<file path="src/rtl/mult_share_arbiter_pkg.sv">
// Shared definitions for the two-requester multiplier-sharing block.
package mult_share_arbiter_pkg;

  typedef enum logic [1:0] {
    IDLE = 2'd0,
    WAIT = 2'd1,
    RESP = 2'd2
  } state_t;

  localparam int ID_W = 1;
  localparam int DEFAULT_SETTLE_CYCLES = 4;

endpackage

</file>
<file path="src/rtl/mult_share_arbiter_rr.sv">
// Two-input round-robin grant: on contention the requester that did not win last time wins.
module rr_arbiter2
  import mult_share_arbiter_pkg::*;
(
  input  logic            valid0,
  input  logic            valid1,
  input  logic [ID_W-1:0] last_grant,
  output logic [1:0]      grant
);

  always_comb begin
    grant = 2'b00;
    if (valid0 && valid1) begin
      grant = (last_grant == '0) ? 2'b10 : 2'b01;
    end else if (valid0) begin
      grant = 2'b01;
    end else if (valid1) begin
      grant = 2'b10;
    end
  end

endmodule

</file>
<file path="src/rtl/mult_share_arbiter.sv">
// Time-shares one external combinational multiplier between two requesters,
// holding operands for a fixed settle time before capturing the product.
module mult_share_arbiter
  import mult_share_arbiter_pkg::*;
#(
  parameter int WIDTH         = 16,
  parameter int SETTLE_CYCLES = DEFAULT_SETTLE_CYCLES
) (
  input  logic               clk,
  input  logic               reset,
  input  logic               req0_valid,
  output logic               req0_ready,
  input  logic [WIDTH-1:0]   req0_a,
  input  logic [WIDTH-1:0]   req0_b,
  input  logic               req1_valid,
  output logic               req1_ready,
  input  logic [WIDTH-1:0]   req1_a,
  input  logic [WIDTH-1:0]   req1_b,
  output logic               rsp0_valid,
  input  logic               rsp0_ready,
  output logic               rsp1_valid,
  input  logic               rsp1_ready,
  output logic [2*WIDTH-1:0] rsp_product,
  output logic [WIDTH-1:0]   mult_a,
  output logic [WIDTH-1:0]   mult_b,
  input  logic [2*WIDTH-1:0] mult_p,
  output logic               busy
);

  localparam int CW = 4;

  state_t          state;
  logic [CW-1:0]   count;
  logic [ID_W-1:0] owner;
  logic [ID_W-1:0] last_grant;
  logic [1:0]      grant;
  logic            accept0;
  logic            accept1;
  logic            rsp_take;

  rr_arbiter2 u_arb (
    .valid0     (req0_valid),
    .valid1     (req1_valid),
    .last_grant (last_grant),
    .grant      (grant)
  );

  // Ready is only offered in IDLE so operands can never change under a pending multiply.
  assign req0_ready = (state == IDLE) && grant[0];
  assign req1_ready = (state == IDLE) && grant[1];
  assign accept0    = req0_valid && req0_ready;
  assign accept1    = req1_valid && req1_ready;
  assign rsp_take   = (rsp0_valid && rsp0_ready) || (rsp1_valid && rsp1_ready);
  assign busy       = (state != IDLE);

  always_ff @(posedge clk) begin
    if (reset) begin
      state       <= IDLE;
      count       <= '0;
      owner       <= '0;
      last_grant  <= 1'b1;
      mult_a      <= '0;
      mult_b      <= '0;
      rsp_product <= '0;
      rsp0_valid  <= 1'b0;
      rsp1_valid  <= 1'b0;
    end else begin
      case (state)
        IDLE: begin
          if (accept0) begin
            mult_a     <= req0_a;
            mult_b     <= req0_b;
            owner      <= 1'b0;
            last_grant <= 1'b0;
            count      <= CW'(SETTLE_CYCLES - 1);
            state      <= WAIT;
          end else if (accept1) begin
            mult_a     <= req1_a;
            mult_b     <= req1_b;
            owner      <= 1'b1;
            last_grant <= 1'b1;
            count      <= CW'(SETTLE_CYCLES - 1);
            state      <= WAIT;
          end
        end
        WAIT: begin
          // The last settle cycle is the one in which the product is sampled.
          if (count == '0) begin
            rsp_product <= mult_p;
            rsp0_valid  <= (owner == 1'b0);
            rsp1_valid  <= (owner == 1'b1);
            state       <= RESP;
          end else begin
            count <= count - 1'b1;
          end
        end
        RESP: begin
          if (rsp_take) begin
            rsp0_valid <= 1'b0;
            rsp1_valid <= 1'b0;
            state      <= IDLE;
          end
        end
        default: state <= IDLE;
      endcase
    end
  end

  a_ready_onehot: assert property (@(posedge clk) disable iff (reset) !(req0_ready && req1_ready));
  a_rsp_onehot:   assert property (@(posedge clk) disable iff (reset) !(rsp0_valid && rsp1_valid));

endmodule
</file>
<file path="config.mk">
export PLATFORM = sky130hd
export DESIGN_NAME = mult_share_arbiter
export DESIGN_NICKNAME = d
export VERILOG_FILES = /design/src/rtl/mult_share_arbiter_pkg.sv /design/src/rtl/mult_share_arbiter_rr.sv /design/src/rtl/mult_share_arbiter.sv
export SDC_FILE = /design/constraint.sdc
export NUM_CORES = 1
export LEC_CHECK = 0
export ABC_AREA = 1
export CAP_MARGIN = 20
export CORE_UTILIZATION = 30
export DETAILED_ROUTE_END_ITERATION = 8
export PLACE_DENSITY = 0.76
export SYNTH_ARGS = -nofsm -noshare
export SYNTH_HDL_FRONTEND = slang
export SYNTH_SLANG_ARGS = --single-unit
</file>
<file path="constraint.sdc">
create_clock -name clk -period 1.2 [get_ports clk]
set_input_delay 0.24 -clock clk [delete_from_list [all_inputs] [get_ports clk]]
set_output_delay 0.24 -clock clk [all_outputs]
set_load 0.05 [all_outputs]
</file>
Yosys cells after proc, flatten, opt, wreduce, memory -nomap -nowiden:

Cells that the tools add are included.

* input bits: 102
* bits in registers: 74
* output and inout port bits: 69

* reductions and logical operators: 19
* bitwise operators: 1
* eq/ne operators: 6
* $add $sub $neg: 1
* muxes and demuxes: 24

Operators by type and width (number)
* $mux W16: 4
* $mux W2: 8
* $mux W4: 3
* $reduce_and A3 Y1: 3
* $pmux W4 S2: 1
* $reduce_bool A2 Y1: 4
* $logic_and A1 B1 Y1: 7
* $ne A2 B2 Y1 const B: 3
* $pmux W2 S3: 1
* $mux W1: 5
* $logic_not A4 Y1: 1
* $pmux W1 S2: 2
* $reduce_and A2 Y1: 2
* $sub A4 B1 Y4 const B: 1
* $ne A3 B3 Y1 const B: 1
* $eq A2 B1 Y1 const B: 1
* $eq A2 B2 Y1 const B: 1
* $logic_not A2 Y1: 1
* $logic_or A1 B1 Y1: 1
* $not A1 Y1: 1

Logic depth before layout (Yosys ltp):

* word-level depth: 8
* depth in mapped cells: 9

Hierarchy:

A second synthesis with hierarchy kept.

* cell total of the unflattened synthesis: 476
* area total of the unflattened synthesis: 3428.3 um2

By module, submodules not included
* mult_share_arbiter: area an instance 3407.0 um2, instances 1, sequential area each 1481.4 um2, cells each 471
* rr_arbiter2: area an instance 21.3 um2, instances 1, sequential area each 0.0 um2, cells each 5

Worst setup path before layout:

No wires, ideal clock.

* path type: register -> output
* start: register state[1]
* end: output req1_ready
* arrival time: 0.999 ns
* path slack: -0.039 ns
* path buffers: 0
* stages on the path, launching flop included: 4
* cell sequence: dfxtp_1 nor2_4 nand3_1 inv_1

* word-level cells in the longest chain between the ends: 2

Ends and longest elaborated chain
* start, declared: RTL line mult_share_arbiter.sv:32 `state_t state;`
* start signal, assigned: RTL line mult_share_arbiter.sv:58 `state <= IDLE;`
* start signal, assigned: RTL line mult_share_arbiter.sv:76 `state <= WAIT;`
* start signal, assigned: RTL line mult_share_arbiter.sv:83 `state <= WAIT;`
* $logic_not A2 Y1: RTL line mult_share_arbiter.sv:50 `assign req1_ready = (state == IDLE) && grant[1];`
* $logic_and A1 B1 Y1: RTL line mult_share_arbiter.sv:50
* end, declared: RTL line mult_share_arbiter.sv:16 `output logic req1_ready,`

Every way passes these cells.

Worst setup path after layout:

Same ends and word-level chain as after synthesis.

==> impl_results.html <==
<table>
<tr><th>Metric</th><th>Value</th></tr>
<tr><th colspan="2">Setup path</th></tr>
<tr><td>Category of the worst setup path capture point</td><td>primary output</td></tr>
<tr><td>Cell at the slowest stage of the critical path</td><td>sky130_fd_sc_hd__dfxtp_2</td></tr>
<tr><td>List of cells traversed by the critical path</td><td>nor2_4 -&gt; nand3_2 -&gt; clkinvlp_4 -&gt; buf_12</td></tr>
<tr><td>Worst r2r dst</td><td>mult_a[0]$_SDFFE_PP0P_</td></tr>
<tr><td>CP required</td><td>~960 ps</td></tr>
<tr><td>Delay of the slowest critical-path stage</td><td>about 350 ps</td></tr>
<tr><td>Worst EP arrival</td><td>1250 ps</td></tr>
<tr><td>Depth of the worst register-to-register path</td><td>9</td></tr>
<tr><td>Worst-path fanout max</td><td>3</td></tr>
<tr><td>Register-to-register path setup slack</td><td>-270 ps</td></tr>
<tr><td>Beginning of the worst register-to-register path</td><td>state[1]$_SDFFE_PP0P_</td></tr>
<tr><td>Setup Crit Path Kind</td><td>flop to primary output</td></tr>
<tr><td>Startpoint types</td><td>flop</td></tr>
<tr><th colspan="2">Final layout</th></tr>
<tr><td>Share of the core filled with cells in the final layout</td><td>0.684</td></tr>
<tr><td>Final Instance Area</td><td>7120 um^2</td></tr>
<tr><td>Layout cells sized above 1</td><td>0.378</td></tr>
<tr><td>Synthesis-to-layout area growth</td><td>119%</td></tr>
<tr><td>Number of nets in the finished design</td><td>approximately 770</td></tr>
<tr><td>Post-route insts no fill</td><td>811</td></tr>
<tr><td>Diodes inserted</td><td>0</td></tr>
<tr><th colspan="2">CTS</th></tr>
<tr><td>H-tree levels</td><td>3</td></tr>
<tr><td>Max Root-Sink Buffers</td><td>2</td></tr>
<tr><td>Clock-pin slew on the worst setup and hold paths</td><td>around 90 ps</td></tr>
<tr><td>CTS Hold Buffers Added</td><td>0</td></tr>
<tr><td>Clock sink count</td><td>74</td></tr>
<tr><td>Clock tree from TritonCTS</td><td>done</td></tr>
<tr><td>Clock network latency to the later pin of the worst-skew pair</td><td>~340 ps</td></tr>
<tr><td>Root buffer selected by CTS</td><td>sky130_fd_sc_hd__clkbuf_8</td></tr>
<tr><td>TritonCTS buffer count</td><td>9</td></tr>
<tr><th colspan="2">Floorplan</th></tr>
<tr><td>Total I/O pin count</td><td>about 170</td></tr>
<tr><td>Starting utilization of the core area</td><td>0.313</td></tr>
<tr><td>Area enclosed by the die boundary</td><td>roughly 11000 um^2</td></tr>
<tr><td>Die extent in y</td><td>~110 um</td></tr>
<tr><td>Row count</td><td>37</td></tr>
<tr><td>Die Span X</td><td>106 um</td></tr>
<tr><td>Total core area</td><td>approximately 10000 um^2</td></tr>
<tr><th colspan="2">Global route</th></tr>
<tr><td>Wire length of the first global-routing pass</td><td>around 18000 um</td></tr>
<tr><td>Number of global-route vias before repair</td><td>3769</td></tr>
<tr><td>Overall overflow remaining after global route</td><td>0</td></tr>
<tr><td>Pin count of the biggest net entering global routing</td><td>26</td></tr>
<tr><td>Antenna violations before repair</td><td>0</td></tr>
<tr><td>Total GRT Usage</td><td>0.199</td></tr>
<tr><th colspan="2">Power</th></tr>
<tr><td>Power density over the cells</td><td>roughly 1800 nW/um^2</td></tr>
<tr><td>Leakage component of the power</td><td>roughly 0.0032 uW</td></tr>
<tr><td>Maximum vdd ir drop</td><td>0.000979 V</td></tr>
<tr><th colspan="2">Run status</th></tr>
<tr><td>Outcome</td><td>finished with violations</td></tr>
<tr><td>Violated checks</td><td>setup timing</td></tr>
<tr><th colspan="2">STA</th></tr>
<tr><td>Relative slew slack</td><td>0.650</td></tr>
<tr><td>Worst Max-Slew Pin Slew</td><td>521 ps</td></tr>
<tr><td>Final critical delay including setup and external delays</td><td>roughly 1500 ps</td></tr>
<tr><td>Crit path setup slack, layout</td><td>-286 ps</td></tr>
<tr><td>Max frequency</td><td>approximately 670 MHz</td></tr>
<tr><td>Clock skew</td><td>~22 ps</td></tr>
<tr><td>Share of the cycle needed by the critical path after routing</td><td>1.24</td></tr>
<tr><td>Unrepaired setup endpoints after global routing</td><td>true</td></tr>
<tr><td>Post-Route Hold Slack</td><td>approximately 510 ps</td></tr>
<tr><td># setup viols final</td><td>74</td></tr>
<tr><td>Final Max Tran Viols</td><td>0</td></tr>
<tr><td>Endpoints failing hold</td><td>0</td></tr>
<tr><th colspan="2">Detailed routing</th></tr>
<tr><td>Drt wl/cell</td><td>~15 um</td></tr>
<tr><td>Final routed wirelength across all metal layers</td><td>around 12000 um</td></tr>
<tr><td>Drc violations</td><td>0</td></tr>
<tr><td>Number of nets with antenna violations after detailed routing</td><td>0</td></tr>
<tr><td>DRT iter0 DRCs</td><td>147</td></tr>
<tr><td>Vias</td><td>roughly 3800</td></tr>
<tr><td>Pre-Repair DR Iteration Count</td><td>6</td></tr>
<tr><td>Average via count per standard cell</td><td>between 4 and 5</td></tr>
<tr><th colspan="2">Yosys</th></tr>
<tr><td>Synthesis-stage register bit count</td><td>74</td></tr>
<tr><td>Post-synthesis net count</td><td>between 500 and 600</td></tr>
<tr><td>Share of synthesized area occupied by flip-flops and latches</td><td>0.455</td></tr>
<tr><td>Average instance area after synthesis</td><td>7.16 um^2</td></tr>
<tr><td>Warnings, synthesis</td><td>0</td></tr>
<tr><td>Most area-hungry cell type in the Yosys netlist</td><td>sky130_fd_sc_hd__dfxtp_1</td></tr>
<tr><td>Distinct cell type count of the synthesized netlist</td><td>23</td></tr>
<tr><td>Post-synthesis instance area</td><td>roughly 3300 um^2</td></tr>
<tr><td>Share of the synthesized area in the top cell type</td><td>0.455</td></tr>
<tr><td>Number of instances in the synthesized netlist</td><td>between 400 and 500</td></tr>
<tr><td>Top area cells in the synthesized netlist</td><td>sky130_fd_sc_hd__dfxtp_1 45%, sky130_fd_sc_hd__nand2_1 14%, sky130_fd_sc_hd__nor2_1 8.9%</td></tr>
<tr><th colspan="2">Hold path</th></tr>
<tr><td>HP Start</td><td>mult_p[27]</td></tr>
<tr><td>End point of the worst hold path</td><td>rsp_product[27]$_SDFFE_PP0P_</td></tr>
<tr><td>Path type of the worst min-delay path</td><td>primary input to flop</td></tr>
<tr><td>Min-Delay Path Depth</td><td>3</td></tr>
<tr><th colspan="2">Placement</th></tr>
<tr><td>Instance area after placement</td><td>between 5000 and 6000 um^2</td></tr>
<tr><td>Placement-stage worst setup slack</td><td>-435 ps</td></tr>
<tr><td># port buffers</td><td>between 150 and 200</td></tr>
<tr><td>Estimated wirelength of the detail-placed design</td><td>about 7800 um</td></tr>
<tr><td>GP Congestion</td><td>0.813</td></tr>
<tr><td>Number of placed instances, taps included</td><td>765</td></tr>
<tr><th colspan="2">Job</th></tr>
<tr><td>Max-capacitance violation count</td><td>0</td></tr>
</table>
cells in the final DEF, fill, tap and decap left out, drive strengths merged, types with 2 or more instances in the layout:
master	synthesis	layout
a21oi	3	3
buf	16	123
bufinv	0	2
clkbuf	9	12
clkdlybuf4s50	0	99
clkinv	0	9
dfxtp	74	74
dlygate4sd2	0	2
ha	2	2
inv	46	43
nand2	118	118
nand3	39	39
nor2	79	79
o21a	31	31
o21ai	34	34
stage by stage:
stage	power [uW]	setup TNS, ps
final	12600	-13040
after global routing	13200	-17880
after CTS	12000	-12130
after detailed placement	9030	-22030
after global placement	8890	-19670
after floorplan	6190	0
report_power, final:
group,internal (uW),switching [uW],total [uW]
Clock,1180,962,2140
Sequential,2960,547,3510
Combinational,3440,3480,6910
Total,7580,4990,12600
cell usage after synthesis, drive strengths merged:
| library cell | n |
|---|---|
| nand4 | 1 |
| nand2 | 118 |
| nand3 | 39 |
| o21a | 31 |
| nor3 | 1 |
| o211ai | 1 |
| ha | 2 |
| buf | 16 |
| a211oi | 1 |
| inv | 46 |
| dfxtp | 74 |
| a21oi | 3 |
| nor2 | 79 |
| o21ai | 34 |
| clkbuf | 9 |
registers in the layout, indices dropped and copies added, names as in the netlist:
register,flops
rsp0_valid,1
owner,1
mult_b,16
last_grant,1
state,2
rsp1_valid,1
rsp_product,32
count,4
mult_a,16
worst max-delay path, delay by kind of cell, from the launching register on:
family	cells	cell delay, ps
buf+inv	2	260
simple gates	2	290
flops	1	350
metal layers:
metal / routed length (um) / GRT usage / vias up / part of all wire
met3: 799 / 0.0546 / 21 / 0.065
met4: 308 / 0.0804 / 0 / 0.025
met5: 0 / 0 / - / 0
met2: 6590 / 0.377 / 147 / 0.54
li1: - / - / 1853 / -
met1: 4550 / 0.205 / 1744 / 0.37
cells by family (layout without fill, tap and decap cells):
kind of cell             after synthesis  after routing  synth area share
flip-flops                            74             74             0.455
AND/OR/NAND/NOR                      238            238             0.300
adder cells (fa/ha/maj)                2              2           0.00768
AO/OA/AOI/OAI                         70             70             0.134
buffers and inverters                 71            291             0.103
final cells by class:
cell class,count,area (um^2)
Inverter,46,213
Timing Repair inverter,3,62.6
Timing Repair Buffer,226,3100
Sequential cell,74,1510
Clock buffer,10,128
Multi-Input combinational cell,310,1840
Fill cell,758,3290
Clock inverter,6,91.3
Tap cell,136,170
worst max-delay path by stage:
stage                                    to                   from  cells after the start  slack (ps)
5_1_grt                          req1_ready  state[1]$_SDFFE_PP0P_                      4        -370
6_report                         req1_ready  state[1]$_SDFFE_PP0P_                      4        -290
3_5_place_dp          count[1]$_SDFFE_PP0P_             req1_valid                      6        -440
3_3_place_gp          count[1]$_SDFFE_PP0P_             req1_valid                      6        -380
2_1_floorplan  rsp_product[12]$_SDFFE_PP0P_  count[0]$_SDFFE_PP0P_                      6         0.7
4_1_cts                          req0_ready  state[0]$_SDFFE_PP0P_                      5        -280
timing repair:
| action | 4_1_cts | 5_1_grt |
|---|---|---|
| pin swaps | 5 | 44 |
| endpoints found under the setup margin | 73 | 81 |
| setup buffers | 17 | 8 |
| gates cloned | 6 | 3 |
| gates resized for setup | 102 | 116 |
Power figures use the tool's default switching activity.
